**config.mk**
```make
export PLATFORM = sky130hd
export DESIGN_NAME = fetch_unit
export DESIGN_NICKNAME = d
export VERILOG_FILES = /design/src/rtl/fetch_pkg.sv /design/src/rtl/fetch_buffer.sv /design/src/rtl/fetch_unit.sv
export SDC_FILE = /design/constraint.sdc
export NUM_CORES = 1
export LEC_CHECK = 0
export ABC_AREA = 1
export ABC_CLOCK_PERIOD_IN_PS = 5200
export BUFFER_PORTS_ARGS = -buffer_cell sky130_fd_sc_hd__buf_2
export CAP_MARGIN = 0
export CORE_ASPECT_RATIO = 0.75
export CORE_MARGIN = 2
export CORE_UTILIZATION = 44
export CTS_CLUSTER_SIZE = 10
export DETAILED_ROUTE_END_ITERATION = 16
export PLACE_DENSITY = 0.73
export RECOVER_POWER = 100
export SYNTH_ARGS = -nofsm -noshare
export SYNTH_HDL_FRONTEND = slang
export SYNTH_SLANG_ARGS = --single-unit
```
**constraint.sdc**
```tcl
create_clock -name clk -period 5.2 [get_ports clk]
set_input_delay 0.52 -clock clk [delete_from_list [all_inputs] [get_ports clk]]
set_output_delay 0.52 -clock clk [all_outputs]
set_load 0.02 [all_outputs]
```
**src/rtl/fetch_pkg.sv**
```systemverilog
// Shared types for the instruction fetch stage: FSM states, buffer entry payload
// and sizing helpers.
package fetch_pkg;

  localparam int unsigned XLEN        = 32;
  localparam int unsigned INSTR_BYTES = 4;

  typedef enum logic [1:0] {
    FETCH = 2'd0,
    FULL  = 2'd1,
    DRAIN = 2'd2,
    HALT  = 2'd3
  } fetch_state_t;

  typedef struct packed {
    logic [XLEN-1:0] ins;
    logic [XLEN-1:0] pc;
  } fetch_entry_t;

  // Bits needed to hold an occupancy count of 0..depth.
  function automatic int unsigned cnt_width(input int unsigned depth);
    return $clog2(depth + 1);
  endfunction

endpackage

```
**src/rtl/fetch_buffer.sv**
```systemverilog
// Shift-style instruction FIFO: the head always lives in slot 0 so decode sees
// flopped data. Flush beats push; push into a full buffer is allowed only with a pop.
module fetch_buffer
  import fetch_pkg::*;
#(
  parameter int unsigned DEPTH = 2,
  parameter int unsigned CNT_W = cnt_width(DEPTH)
) (
  input  logic             clk,
  input  logic             rst,
  input  logic             push,
  input  fetch_entry_t     push_data,
  input  logic             pop,
  input  logic             flush,
  output fetch_entry_t     head,
  output logic [CNT_W-1:0] count,
  output logic             full,
  output logic             empty
);

  fetch_entry_t     mem_q [DEPTH];
  fetch_entry_t     mem_d [DEPTH];
  logic [DEPTH-1:0] vld_q;
  logic [DEPTH-1:0] vld_d;
  logic             pop_en;
  logic             push_en;
  logic [CNT_W-1:0] wr_idx;

  // Valid bits are contiguous from slot 0, so occupancy is their population count.
  always_comb begin
    count = '0;
    for (int i = 0; i < DEPTH; i++) begin
      count = count + CNT_W'(vld_q[i]);
    end
  end

  assign empty   = !vld_q[0];
  assign full    = vld_q[DEPTH-1];
  assign head    = mem_q[0];
  assign pop_en  = pop && vld_q[0];
  assign push_en = push && (!full || pop_en);
  assign wr_idx  = count - CNT_W'(pop_en);

  always_comb begin
    mem_d = mem_q;
    vld_d = vld_q;
    if (pop_en) begin
      for (int i = 0; i < DEPTH - 1; i++) begin
        mem_d[i] = mem_q[i+1];
        vld_d[i] = vld_q[i+1];
      end
      vld_d[DEPTH-1] = 1'b0;
    end
    if (push_en) begin
      for (int i = 0; i < DEPTH; i++) begin
        if (wr_idx == CNT_W'(i)) begin
          mem_d[i] = push_data;
          vld_d[i] = 1'b1;
        end
      end
    end
    if (flush) begin
      vld_d = '0;
    end
  end

  always_ff @(posedge clk) begin
    if (rst) begin
      vld_q <= '0;
      for (int i = 0; i < DEPTH; i++) begin
        mem_q[i] <= '0;
      end
    end else begin
      vld_q <= vld_d;
      mem_q <= mem_d;
    end
  end

endmodule

```
**src/rtl/fetch_unit.sv**
```systemverilog
// Instruction fetch stage: owns the PC, issues single-outstanding imem requests,
// buffers returned words and handles redirects. FETCH_MISALIGN_CHECK_EN enables
// the misaligned-target halt; without it target bits [1:0] are forced to zero.
module fetch_unit
  import fetch_pkg::*;
#(
  parameter int unsigned     WIDTH     = XLEN,
  parameter logic [WIDTH-1:0] RESET_PC = WIDTH'(0),
  parameter int unsigned     BUF_DEPTH = 2
) (
  input  logic             clk,
  input  logic             rst,
  output logic             imem_req,
  output logic [WIDTH-1:0] imem_addr,
  input  logic             imem_ack,
  input  logic [WIDTH-1:0] imem_rdata,
  output logic [WIDTH-1:0] ins,
  output logic [WIDTH-1:0] ins_pc,
  output logic             ins_valid,
  input  logic             ins_ready,
  input  logic             redirect,
  input  logic [WIDTH-1:0] redirect_target,
  output logic             misalign
);

  localparam int unsigned CNT_W = cnt_width(BUF_DEPTH);

  fetch_state_t     state_q;
  fetch_state_t     state_d;
  logic [WIDTH-1:0] fetch_pc_q;
  logic [WIDTH-1:0] fetch_pc_d;
  logic [WIDTH-1:0] addr_q;
  logic [WIDTH-1:0] addr_d;
  logic             req_q;
  logic             req_d;

  logic             acc;
  logic             pop;
  logic             push;
  logic             flush;
  logic             halt_c;
  logic [WIDTH-1:0] target;
  logic [CNT_W-1:0] count;
  logic [CNT_W-1:0] count_d;
  logic             buf_full;
  logic             buf_empty;
  fetch_entry_t     head;
  fetch_entry_t     push_data;

  assign acc       = req_q && imem_ack;
  assign pop       = !buf_empty && ins_ready;
  assign target    = redirect_target & ~WIDTH'(3);
  assign push_data = '{ins: XLEN'(imem_rdata), pc: XLEN'(fetch_pc_q)};

`ifdef FETCH_MISALIGN_CHECK_EN
  logic misalign_q;
  logic misalign_d;

  // Sticky until reset; also tells DRAIN whether to land in HALT.
  assign misalign_d = misalign_q | (redirect && (redirect_target[1:0] != 2'b00));
  assign halt_c     = misalign_d;
  assign misalign   = misalign_q;

  always_ff @(posedge clk) begin
    if (rst) begin
      misalign_q <= 1'b0;
    end else begin
      misalign_q <= misalign_d;
    end
  end
`else
  assign halt_c   = 1'b0;
  assign misalign = 1'b0;
`endif

  // Next state, PC and buffer controls; issue decision uses next-cycle occupancy.
  always_comb begin
    state_d    = state_q;
    fetch_pc_d = fetch_pc_q;
    push       = 1'b0;
    flush      = 1'b0;

    case (state_q)
      FETCH, FULL: begin
        if (redirect) begin
          flush      = 1'b1;
          fetch_pc_d = target;
          if (req_q && !imem_ack) begin
            state_d = DRAIN;
          end else if (halt_c) begin
            state_d = HALT;
          end else begin
            state_d = FETCH;
          end
        end else if (acc) begin
          push       = !buf_full || pop;
          fetch_pc_d = fetch_pc_q + WIDTH'(INSTR_BYTES);
        end
      end
      DRAIN: begin
        if (redirect) begin
          flush      = 1'b1;
          fetch_pc_d = target;
        end
        if (acc) begin
          state_d = halt_c ? HALT : FETCH;
        end
      end
      HALT: begin
        state_d = HALT;
      end
      default: begin
        state_d = FETCH;
      end
    endcase

    count_d = flush ? '0 : (count + CNT_W'(push) - CNT_W'(pop));

    if (state_d == FETCH || state_d == FULL) begin
      state_d = (count_d == CNT_W'(BUF_DEPTH)) ? FULL : FETCH;
    end

    // DRAIN keeps the stale request on the bus until it is acknowledged.
    req_d  = (state_d == FETCH) || (state_d == DRAIN);
    addr_d = (state_d == DRAIN) ? addr_q : fetch_pc_d;
  end

  always_ff @(posedge clk) begin
    if (rst) begin
      state_q    <= FETCH;
      fetch_pc_q <= RESET_PC;
      addr_q     <= RESET_PC;
      req_q      <= 1'b0;
    end else begin
      state_q    <= state_d;
      fetch_pc_q <= fetch_pc_d;
      addr_q     <= addr_d;
      req_q      <= req_d;
    end
  end

  fetch_buffer #(
    .DEPTH (BUF_DEPTH),
    .CNT_W (CNT_W)
  ) u_buf (
    .clk       (clk),
    .rst       (rst),
    .push      (push),
    .push_data (push_data),
    .pop       (pop),
    .flush     (flush),
    .head      (head),
    .count     (count),
    .full      (buf_full),
    .empty     (buf_empty)
  );

  assign imem_req  = req_q;
  assign imem_addr = addr_q;
  assign ins       = WIDTH'(head.ins);
  assign ins_pc    = WIDTH'(head.pc);
  assign ins_valid = !buf_empty;

endmodule

```
==> impl_metrics.py <==
metrics = {
    "synthesis": {
        "syn-mean-instance-area_sq_um": 6.95,
        "syn_area_sq_mm": 0.00953,
        "synthSimpleGateAreaFrac": 0.166,
        "muxShareOfSynthArea": 0,
        "synth-adder-area-share": 0.00997,
        "async_flop_share": 0,
        "synth_ff_type": "dfxtp_1",
        "yosysWarnings": 0,
        "synth-seq-cells": 197,
        "ys_seq_area_frac": 0.414,
        "yosys-top-cells-area": "dfxtp_1 41%, a21oi_1 9.6%, o21ai_0 9.1%",
        "synth_most_common_cell": "nand2_1",
        "yosysTopAreaCell": "dfxtp_1",
        "ys_types": 38,
        "synthCells": 1371,
        "synth_edf_count": 0,
        "synth_common_cells": "207 x nand2_1, 197 x dfxtp_1, 193 x inv_1, 183 x a21oi_1, 174 x o21ai_0",
        "synth_nets": 1447,
        "synth-xor-area-share": 0.00184,
        "yosys.area.top_type_share": 0.414,
        "synth_compound_area_frac": 0.239,
        "synth_top_family_by_area": "compound AO/OA/AOI/OAI gates",
    },
    "floorplanning": {
        "die_x_microns": 174,
        "fp-row-count": 46,
        "die_area_sq_mm": 0.0229,
        "fp.dieH_microns": 131,
        "core_sq_mm": 0.0212,
        "boundaryPins": 168,
        "start_util": 0.450,
    },
    "pwr": {
        "peakVddDrop_uv": 205,
        "power.clock.fraction": 0.389,
        "p_seq_frac": 0.489,
        "p_comb_frac": 0.121,
        "intPower_mw": 2.39,
        "switching_share": 0.288,
        "p_sw_uw": 964,
        "p_total_mw": 3.35,
        "p_leak_nw": 4.28,
        "power_density_mw_per_mm2": 324,
    },
    "timing": {
        "slew_violations": 180,
        "tns_ns": 0,
        "finalCritPeriodShare": 0.699,
        "setup_viol": 0,
        "rsz0062_at_grt": "false",
        "skew_ns": 0.0148,
        "worst_slew_pin_slew_ns": 1.80,
        "fin_crit_ns": 3.63,
        "hold_viol": 0,
        "fmax_mhz": 275,
        "relSlewSlack": -0.198,
    },
    "grt": {
        "grt_antenna_before_repair": 0,
        "grt_pass1_vias": 7853,
        "track_usage": 0.211,
        "grt.overflow.total": 0,
        "grt_pass1_wl_microns": 39500,
        "grt_max_degree": 124,
    },
    "cts": {
        "cts_resized": 0,
        "htreeDepth": 4,
        "postCtsHoldBufs": 0,
        "cts.path.max_buffers": 2,
        "clock-sinks": 197,
        "clk_pin_slew_ns": 0.07,
        "cts_tree": "done",
        "cts-root-buf": "clkbuf_16",
        "cts_buffers": 17,
        "clock_latency_ns": 0.44,
        "cts_setup_buffers": 0,
    },
    "min_path": {
        "min_to": "u_buf.head[38]",
        "min_from": "imem_rdata[6]",
        "worstHoldPathType": "primary input to flip-flop",
        "min_path_cells": 3,
    },
    "route": {
        "drtIter0Drc": 842,
        "first_pass_iters": 5,
        "wirelength_microns": 24400,
        "drcViolationCount": 0,
        "ant_nets": 0,
        "detail_route.wl_per_cell_microns": 14.2,
        "avgViaCountPerCell": 5.14,
        "vias": 8824,
    },
    "setup_path": {
        "arrival_ns": 3.98,
        "crit_path_max_fanout": 62,
        "r2r_end": "u_buf.mem_q[5]",
        "reg2reg_slack_ns": 1.57,
        "critPathSlowestCell": "clkbuf_2",
        "critical_path_class": "flip-flop to flip-flop",
        "required_ns": 5.54,
        "cp-end-kind": "flip-flop",
        "reg2reg_depth": 9,
        "crit_chain": "nand2_1 > clkinv_1 > ha_1 > xor2_1 > inv_1 > nand3_4 > clkbuf_2 > o21ai_0 > a21oi_1",
        "cp_num_buf_inv": 3,
        "cp_top_family": "buffers and inverters",
        "cpPeakStageDelay_ns": 0.95,
        "startpoint_type": "flip-flop",
    },
    "cells_and_area": {
        "fillers": 2207,
        "diodes": 0,
        "nets": 1491,
        "drive_gt1_frac": 0.0784,
        "area_growth_pct": 8.52,
        "layoutNonFillerInstCount": 1716,
    },
    "placed_design": {
        "dp.cells": 1684,
        "finalWeightedCongestion": 0.892,
        "dp_hpwl_microns": 16700,
        "portBuffers": 164,
    },
    "outcome": {
        "violations": "capacitance limit, slew limit",
        "status": "finished with violations",
    },
    "run": {
        "cap_violations": 3,
    },
}
## sequential cells by signal (all words and copies together), names as in the netlist, named ones only
signal / cells
fetch_pc_q: 32
imem_addr: 32
imem_req: 1
state_q: 2
u_buf.head: 64
u_buf.mem_q: 64
u_buf.vld_q: 1
## layout make-up
cell class,count,area [sq um],share of cell area
sequential,197,3940,0.381
clock inverter,13,123,0.0119
inverter,198,746,0.0721
clock buffer,19,443,0.0428
multi-input combinational,830,3990,0.386
timing repair buffer,171,738,0.0714
tap,288,360,0.0348
## cell usage in the layout, fill, tap and decap left out, types with 2 or more instances in the layout
cell type   instances
a21oi_1           183
buf_2              66
buf_4               3
clkbuf_1          101
clkbuf_16          17
clkbuf_2            2
clkinv_1            2
clkinv_2            3
clkinv_4            2
clkinvlp_4          3
dfxtp_1           197
ha_1                6
inv_1             194
inv_6               3
nand2_1           208
nand3_1            72
nand3b_1            2
nand4_1            12
nor2_1             73
nor3_1              4
o211ai_1            6
o21ai_0           222
o21ai_1            11
o21bai_1            4
o221ai_1            2
o22ai_1             9
or2_2               2
## power groups by stage
stage          clock network, mW  logic, mW  registers, mW
3_3_place_gp                   0      0.418           1.67
5_1_grt                     1.39      0.457           1.65
4_1_cts                     1.33      0.427           1.64
2_1_floorplan                  0      0.303           1.69
6_report                    1.30      0.407           1.64
3_5_place_dp                   0      0.425           1.67
## worst min-delay path: stages
cell	delay [ns]
buf_2	0.10
inv_1	0.04
a21oi_1	0.05
## layer usage
layer / track usage / vias up / part of all wire
li1: - / 4471 / -
met1: 0.295 / 4017 / 0.47
met2: 0.330 / 307 / 0.45
met3: 0.0394 / 29 / 0.071
met4: 0.0626 / 0 / 0.014
met5: 0 / - / 0
## metrics by stage
stage,worst slack [ns],util,hold WS [ns],area (sq um)
finish,1.57,0.488,0.316,10300
global route,1.13,0.488,0.306,10300
CTS,2.11,0.495,0.305,10500
detailed placement,1.93,0.469,0.440,9930
global placement,1.97,0.469,0.435,9930
floorplan,2.66,-,0.425,9530
## cells by family (layout without fill, tap and decap cells)
kind of cell / after synthesis / in the layout
compound gates: 442 / 442
xor+xnor: 2 / 2
other cells: 1 / 1
simple gates: 378 / 378
fa+ha+maj: 7 / 7
buf+inv: 344 / 401
flops: 197 / 197
## how the worst max path moves through the flow
stage                     cells past startpoint  slack [ns]         endpoint
final                                         9        1.57   u_buf.mem_q[5]
after global routing                          8        1.13    imem_addr[16]
after CTS                                     9        2.11   u_buf.mem_q[5]
after detailed placement                     10        1.93   u_buf.mem_q[1]
after global placement                       10        1.97  u_buf.mem_q[54]
after floorplan                              10        2.66         imem_req
(Power assumes the default switching activity.)
